File: src/rtl/painterengine_gpu_dma_reader.sv
// AXI4 read master: streams a linear run of 32-bit words from memory to the display FIFO.
// Issues one INCR burst at a time and never lets a burst cross a 4 KB page.
module painterengine_gpu_dma_reader #(
  parameter int PARAM_MAX_BURST = 64
) (
  input  logic        i_wire_clock,
  input  logic        i_wire_resetn,
  input  logic [31:0] i_wire_address,
  input  logic [31:0] i_wire_length,
  output logic        o_wire_done,
  output logic        o_wire_error,
  output logic [31:0] o_wire_data,
  output logic        o_wire_data_valid,
  input  logic        i_wire_data_next,
  output logic [31:0] o_wire_axi_araddr,
  output logic [7:0]  o_wire_axi_arlen,
  output logic [2:0]  o_wire_axi_arsize,
  output logic [1:0]  o_wire_axi_arburst,
  output logic        o_wire_axi_arvalid,
  input  logic        i_wire_axi_arready,
  input  logic [31:0] i_wire_axi_rdata,
  input  logic [1:0]  i_wire_axi_rresp,
  input  logic        i_wire_axi_rlast,
  input  logic        i_wire_axi_rvalid,
  output logic        o_wire_axi_rready
);

  localparam logic [2:0] ST_IDLE  = 3'd0;
  localparam logic [2:0] ST_CALC  = 3'd1;
  localparam logic [2:0] ST_ADDR  = 3'd2;
  localparam logic [2:0] ST_DATA  = 3'd3;
  localparam logic [2:0] ST_DONE  = 3'd4;
  localparam logic [2:0] ST_ERROR = 3'd5;

  logic [2:0]  state;
  logic [31:0] addr;
  logic [31:0] remaining;
  logic [31:0] beats_q;
  logic [31:0] beats;
  logic [31:0] page_room;
  logic        err_flag;
  logic        beat_fire;

  // Burst size: limited by words left, the burst cap and the room left in the 4 KB page.
  always_comb begin
    page_room = (32'd4096 - {20'd0, addr[11:0]}) >> 2;
    beats     = remaining;
    if (beats > 32'(PARAM_MAX_BURST)) beats = 32'(PARAM_MAX_BURST);
    if (beats > page_room)            beats = page_room;
  end

  // Once an error beat is seen the rest of the burst is drained regardless of the consumer.
  assign o_wire_axi_rready  = (state == ST_DATA) & (i_wire_data_next | err_flag);
  assign beat_fire          = o_wire_axi_rready & i_wire_axi_rvalid;
  assign o_wire_data_valid  = (state == ST_DATA) & i_wire_axi_rvalid & i_wire_data_next &
                              ~err_flag & ~i_wire_axi_rresp[1];
  assign o_wire_data        = i_wire_axi_rdata;
  assign o_wire_axi_arsize  = 3'b010;
  assign o_wire_axi_arburst = 2'b01;

  always_ff @(posedge i_wire_clock) begin
    if (!i_wire_resetn) begin
      state              <= ST_IDLE;
      o_wire_done        <= 1'b0;
      o_wire_error       <= 1'b0;
      o_wire_axi_arvalid <= 1'b0;
      o_wire_axi_araddr  <= 32'd0;
      o_wire_axi_arlen   <= 8'd0;
      err_flag           <= 1'b0;
    end else begin
      case (state)
        ST_IDLE: begin
          if (i_wire_address[1:0] != 2'b00) begin
            state        <= ST_ERROR;
            o_wire_error <= 1'b1;
          end else if (i_wire_length == 32'd0) begin
            state       <= ST_DONE;
            o_wire_done <= 1'b1;
          end else begin
            state <= ST_CALC;
          end
        end
        ST_CALC: begin
          o_wire_axi_araddr  <= addr;
          o_wire_axi_arlen   <= 8'(beats - 32'd1);
          o_wire_axi_arvalid <= 1'b1;
          state              <= ST_ADDR;
        end
        ST_ADDR: begin
          if (i_wire_axi_arready) begin
            o_wire_axi_arvalid <= 1'b0;
            state              <= ST_DATA;
          end
        end
        ST_DATA: begin
          if (beat_fire) begin
            if (i_wire_axi_rresp[1]) err_flag <= 1'b1;
            if (i_wire_axi_rlast) begin
              if (err_flag | i_wire_axi_rresp[1]) begin
                state        <= ST_ERROR;
                o_wire_error <= 1'b1;
              end else if (remaining == beats_q) begin
                state       <= ST_DONE;
                o_wire_done <= 1'b1;
              end else begin
                state <= ST_CALC;
              end
            end
          end
        end
        default: ;
      endcase
    end
  end

  // Transfer bookkeeping; only meaningful once the IDLE edge has latched the request.
  always_ff @(posedge i_wire_clock) begin
    case (state)
      ST_IDLE: begin
        addr      <= i_wire_address;
        remaining <= i_wire_length;
      end
      ST_CALC: beats_q <= beats;
      ST_DATA: begin
        if (beat_fire && i_wire_axi_rlast) begin
          remaining <= remaining - beats_q;
          addr      <= addr + (beats_q << 2);
        end
      end
      default: ;
    endcase
  end

endmodule

File: config.mk
export PLATFORM = sky130hd
export DESIGN_NAME = painterengine_gpu_dma_reader
export DESIGN_NICKNAME = d
export VERILOG_FILES = /design/src/rtl/painterengine_gpu_dma_reader.sv
export SDC_FILE = /design/constraint.sdc
export NUM_CORES = 1
export LEC_CHECK = 0
export ABC_AREA = 1
export CAP_MARGIN = 20
export CORE_ASPECT_RATIO = 1.2
export CORE_UTILIZATION = 40
export CTS_CLUSTER_SIZE = 16
export DETAILED_ROUTE_END_ITERATION = 10
export PLACE_DENSITY_LB_ADDON = 0.05
export SLEW_MARGIN = 20
export SYNTH_ARGS = -nofsm -noshare
export SYNTH_HDL_FRONTEND = slang
export SYNTH_SLANG_ARGS = --single-unit
File: constraint.sdc
create_clock -name i_wire_clock -period 9.36 [get_ports i_wire_clock]
set_clock_uncertainty 0.15 [all_clocks]
set_input_delay 1.404 -clock i_wire_clock [delete_from_list [all_inputs] [get_ports i_wire_clock]]
set_output_delay 1.404 -clock i_wire_clock [all_outputs]
set_load 0.02 [all_outputs]
# After elaboration in Yosys (flattened, before gate mapping)
# Index checks and enable logic that the tools add are counted.
# W data, S select, Z words.
[word_totals] regBits=143 latchBits=0 ram_bits=0 rom_bits=0 inputBits=104 memories=0
[classes] n_addsub=4 multipliers=0 n_div=0 magnitude_cmp=2 eq_ne=14 shifts=0 mux=28 n_bitwise=10 n_reduce_logical=13
[ops] op="$mux W32" n=4
[ops] op="$pmux W32 S2" n=2
[ops] op="$add A32 B32 Y32" n=1
[ops] op="$eq A32 B32 Y1" n=1
[ops] op="$gt A32 B30 Y1" n=1
[ops] op="$gt A32 B7 Y1 const B" n=1
[ops] op="$logic_not A32 Y1" n=1
[ops] op="$sub A32 B32 Y32" n=1
[ops] op="$mux W3" n=7
[ops] op="$ne A2 B2 Y1 const B" n=7
[ops] op="$sub A13 B12 Y14 const A" n=1
[ops] op="$pmux W3 S4" n=1
[ops] op="$mux W1" n=11
[ops] op="$sub A8 B1 Y8 const B" n=1
[ops] op="$reduce_and A7 Y1" n=1
[ops] op="$and A1 B1 Y1" n=6
[ops] op="$eq A3 B2 Y1 const B" n=2
[ops] op="$ne A2 B1 Y1 const B" n=3
[ops] op="$pmux W1 S2" n=3
[ops] op="$reduce_bool A2 Y1" n=3
[ops] op="$reduce_and A5 Y1" n=1
[ops] op="$reduce_and A2 Y1" n=2
[ops] op="$reduce_and A4 Y1" n=1
[ops] op="$reduce_bool A4 Y1" n=1
[ops] op="other kinds (6)" n=8

# Logic depth before layout (Yosys ltp)
[logic_depth] depth_word=6 mapped_depth=27 depth_no_buf=26

# Least setup slack after synthesis
# No wires, ideal clock.
[synth_timing] kind="input to register" start="in i_wire_data_next" end="reg o_wire_error" setup_ps=71 arrival_ps=3974 required_ps=9139 slack_ps=5166 cell_stages=10 cell_sequence="nor2_1 nor2_4 nand2_1 nand2_1 o211ai_1 nor2_2 inv_2 nor3_4 o211ai_1 a21oi_1"
[synth_via] elab_chain_cells=5
[synth_rtl] element="start, declared" line="14" rtl="input logic i_wire_data_next,"
[synth_rtl] element="$or A1 B1 Y1" line="53" rtl="assign o_wire_axi_rready = (state == ST_DATA) & (i_wire_data_next | err_flag);"
[synth_rtl] element="$and A1 B1 Y1" line="53"
[synth_rtl] element="net o_wire_axi_rready" line="25" rtl="output logic o_wire_axi_rready"
[synth_rtl] element="$and A1 B1 Y1" line="54" rtl="assign beat_fire = o_wire_axi_rready & i_wire_axi_rvalid;"
[synth_rtl] element="$ne A2 B2 Y1 (no source line)"
[synth_rtl] element="$reduce_and A5 Y1 (no source line)"
[synth_rtl] element="end signal, assigned" line="65" rtl="o_wire_error <= 1'b0;"
[synth_rtl] element="end signal, assigned" line="75" rtl="o_wire_error <= 1'b1;"
[synth_rtl] element="end signal, assigned" line="101" rtl="o_wire_error <= 1'b1;"
[synth_rtl] element="end, declared" line="11" rtl="output logic o_wire_error,"
# The timed path passes the listed nets, and every way through them passes these cells.
# A chain may end at the register's enable or synchronous reset.

# Worst setup path after layout
[layout_timing] start="in i_wire_axi_rresp[1]" end="out o_wire_data_valid"
[layout_via] elab_chain_cells=2
[layout_rtl] element="start, declared" line="22" rtl="input logic [1:0] i_wire_axi_rresp,"
[layout_rtl] element="$not A1 Y1" line="56" rtl="~err_flag & ~i_wire_axi_rresp[1];"
[layout_rtl] element="$and A1 B1 Y1" line="56"
[layout_rtl] element="end, declared" line="13" rtl="output logic o_wire_data_valid,"
# Every way passes these cells.

==> impl_metrics.csv <==
group,metric,value,unit
power_and_ir_drop,max-vdd-ir-drop,0.185,mV
sta,grt_setup_unrepaired,"false",
synth,ys_dominant_reg_cell,"sky130_fd_sc_hd__edfxtp_1",
place,worst_setup_slack_post_dpl,4.85,ns
worst_hold_path,hold_path.class,"reg -> reg",
global_route,first_pass_grt_wire_length,47.5,mm
clock_tree,cts-root-to-sink-buffers,2,
floorplan,floorplan.core_area,24800,µm²
clock_tree,cts.clk_slew.worst_paths,0.06,ns
synth,synth.yosys.seq_area_share,37.5,%
clock_tree,cts_setup_buffers,0,
synth,ys_warn_count,0,
global_route,grt_pass1_vias,8870,
finish,syn2layout_area_growth,18.9,%
synth,synth_cell_types,43,
critical_path,path_class,"in -> out",
detailed_routing,totalWireLength,30.1,mm
sta,number_of_max_slew_violations_in_the_final_report,0,
global_route,grt_antenna_before_repair,0,
synth,synth-seq-cells,143,
critical_path,worst_setup_path_end_kind,"output port",
detailed_routing,drt-initial-drc-count,535,
critical_path,worst_path_required_time,7.81,ns
clock_tree,clk_latency,0.44,ns
place,globalplace.congestion,0.911,
global_route,global_route_usage_sum,23.7,%
floorplan,design.die.area,26100,µm²
clock_tree,cts.hold.buffers_added,0,
critical_path,worstPathMaxFanout,5,
sta,finalCritPeriodShare,48.0,%
clock_tree,clk_sink_count,143,
place,buffer_ports.inserted,115,
finish,net_total_in_the_final_layout,1655,
floorplan,boundaryPins,186,
clock_tree,cts_resized,0,
sta,fin_setup_tns,0,ns
sta,relSlewSlack,34.1,%
synth,synth_enable_flop_cells,96,
power_and_ir_drop,powerDensity,393,nW/µm²
synth,avgSynthCellArea,7.42,µm²
sta,post-route-min-period,4.50,ns
flow_run,drv.max_cap_violation_count,0,
clock_tree,numCtsBuffers,17,
critical_path,critPathArrivalTime,2.94,ns
sta,finalSetupViolations,0,
floorplan,width_of_the_die,148,µm
detailed_routing,routed_via_density,5.08,
critical_path,timing.critical_path.from_type,"input pin",
global_route,gr-total-overflow,0,
synth,synth_area,10200,µm²
detailed_routing,post_drt_wl_per_cell,16.6,µm
synth,synth_cells,1373,
global_route,grt_max_degree,94,
finish,fillCellCount,2566,
detailed_routing,antenna_left,0,
outcome,run_status,"finished, final reports clean",
sta,achievable_freq,222,MHz
sta,finalHoldViolations,0,
clock_tree,tritoncts,"built",
detailed_routing,via_count,9214,
detailed_routing,remaining_drc_errors,0,
sta,measured_slew_at_the_worst_slew_check_pin,0.988,ns
finish,final_layout_size_suffix_gt1_share,4.16,%
floorplan,fp.dieH,177,µm
synth,postSynth.asyncResetShare,0,%
floorplan,core.rowCount,63,
power_and_ir_drop,p_leak,5.53,nW
floorplan,initial_standard_cell_utilization_of_the_core,41.0,%
power_and_ir_drop,design_power_total,0.00477,W
finish,insertedDiodeCount,0,
place,dp_hpwl,23.3,mm
clock_tree,number_of_h_tree_levels,4,
detailed_routing,first_pass_iters,5,
sta,post-route-worst-setup-slack,4.86,ns
clock_tree,clock-root-buffer,"sky130_fd_sc_hd__clkbuf_16",
## state kept, by name (all words and copies together), names as in the netlist
name and count:
addr 32, beats_q 32, err_flag 1, o_wire_axi_araddr 32, o_wire_axi_arlen 8, o_wire_axi_arvalid 1, o_wire_done 1, o_wire_error 1
remaining 32, state 3
## metrics by stage
stage | util [%] | hold WS, ns | instances | area, µm²
6_report | 48.8 | 0.314 | 1815 | 12100
5_1_grt | 48.8 | 0.347 | 1815 | 12100
4_1_cts | 48.8 | 0.315 | 1815 | 12100
3_5_place_dp | 46.4 | 0.306 | 1783 | 11500
3_3_place_gp | 46.4 | 0.300 | 1783 | 11500
2_1_floorplan | - | 0.284 | 1401 | 10300
## metal layers
metal	GRT usage [%]	part of all wire, %
met3	3.04	2.7
met1	29.2	45
met2	42.1	49
met4	8.81	2.8
met5	0	0
## path summary, 6_finish.rpt
kind | from | end | slack (ns) | cells after the start
worst max register to register | addr[1]$_DFFE_PP_ | o_wire_axi_arlen[4]$_SDFFE_PN0P_ | 5.00 | 19
worst min register to register | err_flag$_SDFFE_PN0P_ | err_flag$_SDFFE_PN0P_ | 0.31 | 2
worst max-delay path | i_wire_axi_rresp[1] | o_wire_data_valid | 4.86 | 4
worst min-delay path | err_flag$_SDFFE_PN0P_ | err_flag$_SDFFE_PN0P_ | 0.31 | 2
## where the power goes
part	internal (W)	total, W	switching (W)
sequential	0.00106	0.00127	0.000217
combinational	0.000987	0.00279	0.00181
clock	0.000405	0.000700	0.000294
## final cells by class
cell class / instances / area (µm²) / share of cell area (%)
multi-input cells: 1023 / 5450 / 45.0
flip-flops and latches: 143 / 3820 / 31.6
clock inverters: 8 / 63.8 / 0.527
repair buffers: 121 / 1200 / 9.87
well taps: 325 / 407 / 3.36
clock buffers: 24 / 536 / 4.42
inverters: 171 / 642 / 5.30
## critical path, cell delays in order
cell                              delay (ns)
sky130_fd_sc_hd__clkdlybuf4s50_1        0.39
sky130_fd_sc_hd__or2_2                  0.32
sky130_fd_sc_hd__nor3_1                 0.20
sky130_fd_sc_hd__clkdlybuf4s50_1        0.64
## kinds of logic (layout without fill, tap and decap cells)
logic type	count (synthesis)	after routing	synth area share, %
AOI/OAI and AO/OA	262	262	14.4
buffers and inverters	235	324	10.1
xor gates and xnor gates	33	33	2.84
other	2	30	0.0737
DFF	143	143	37.5
adders and majority gates	74	74	9.23
and+or+nand+nor	624	624	25.9
## Yosys cell counts (12+ instances only)
cell type                  number  share of area [%]
sky130_fd_sc_hd__buf_4         38                2.8
sky130_fd_sc_hd__ha_1          72                8.8
sky130_fd_sc_hd__nor2_1       168                6.2
sky130_fd_sc_hd__inv_1        167                6.2
sky130_fd_sc_hd__o21ai_0      108                5.3
sky130_fd_sc_hd__a21oi_1       86                4.2
sky130_fd_sc_hd__xor2_1        20                1.7
sky130_fd_sc_hd__nor3_1        19               0.93
sky130_fd_sc_hd__clkbuf_1      22               0.81
sky130_fd_sc_hd__nand2_1      306                 11
sky130_fd_sc_hd__nor4_1        12               0.74
sky130_fd_sc_hd__or2_2         15               0.92
sky130_fd_sc_hd__dfxtp_1       47                9.2
sky130_fd_sc_hd__nand3_1       71                3.5
sky130_fd_sc_hd__nand4_1       20                1.2
sky130_fd_sc_hd__xnor2_1       13                1.1
sky130_fd_sc_hd__edfxtp_1      96                 28
## layout by cell type (no fill, tap or decap), types with 10 or more instances in the layout
cell type / count
sky130_fd_sc_hd__a21o_1: 11
sky130_fd_sc_hd__a21oi_1: 86
sky130_fd_sc_hd__a31oi_1: 11
sky130_fd_sc_hd__clkbuf_16: 20
sky130_fd_sc_hd__clkdlybuf4s50_1: 115
sky130_fd_sc_hd__conb_1: 30
sky130_fd_sc_hd__dfxtp_1: 47
sky130_fd_sc_hd__edfxtp_1: 96
sky130_fd_sc_hd__ha_1: 72
sky130_fd_sc_hd__inv_1: 167
sky130_fd_sc_hd__nand2_1: 306
sky130_fd_sc_hd__nand3_1: 71
sky130_fd_sc_hd__nand4_1: 20
sky130_fd_sc_hd__nor2_1: 168
sky130_fd_sc_hd__nor3_1: 18
sky130_fd_sc_hd__nor4_1: 12
sky130_fd_sc_hd__o21a_1: 10
sky130_fd_sc_hd__o21ai_0: 108
sky130_fd_sc_hd__o21bai_1: 11
sky130_fd_sc_hd__or2_2: 15
sky130_fd_sc_hd__xnor2_1: 13
sky130_fd_sc_hd__xor2_1: 20
Power figures use the tool's default switching activity.
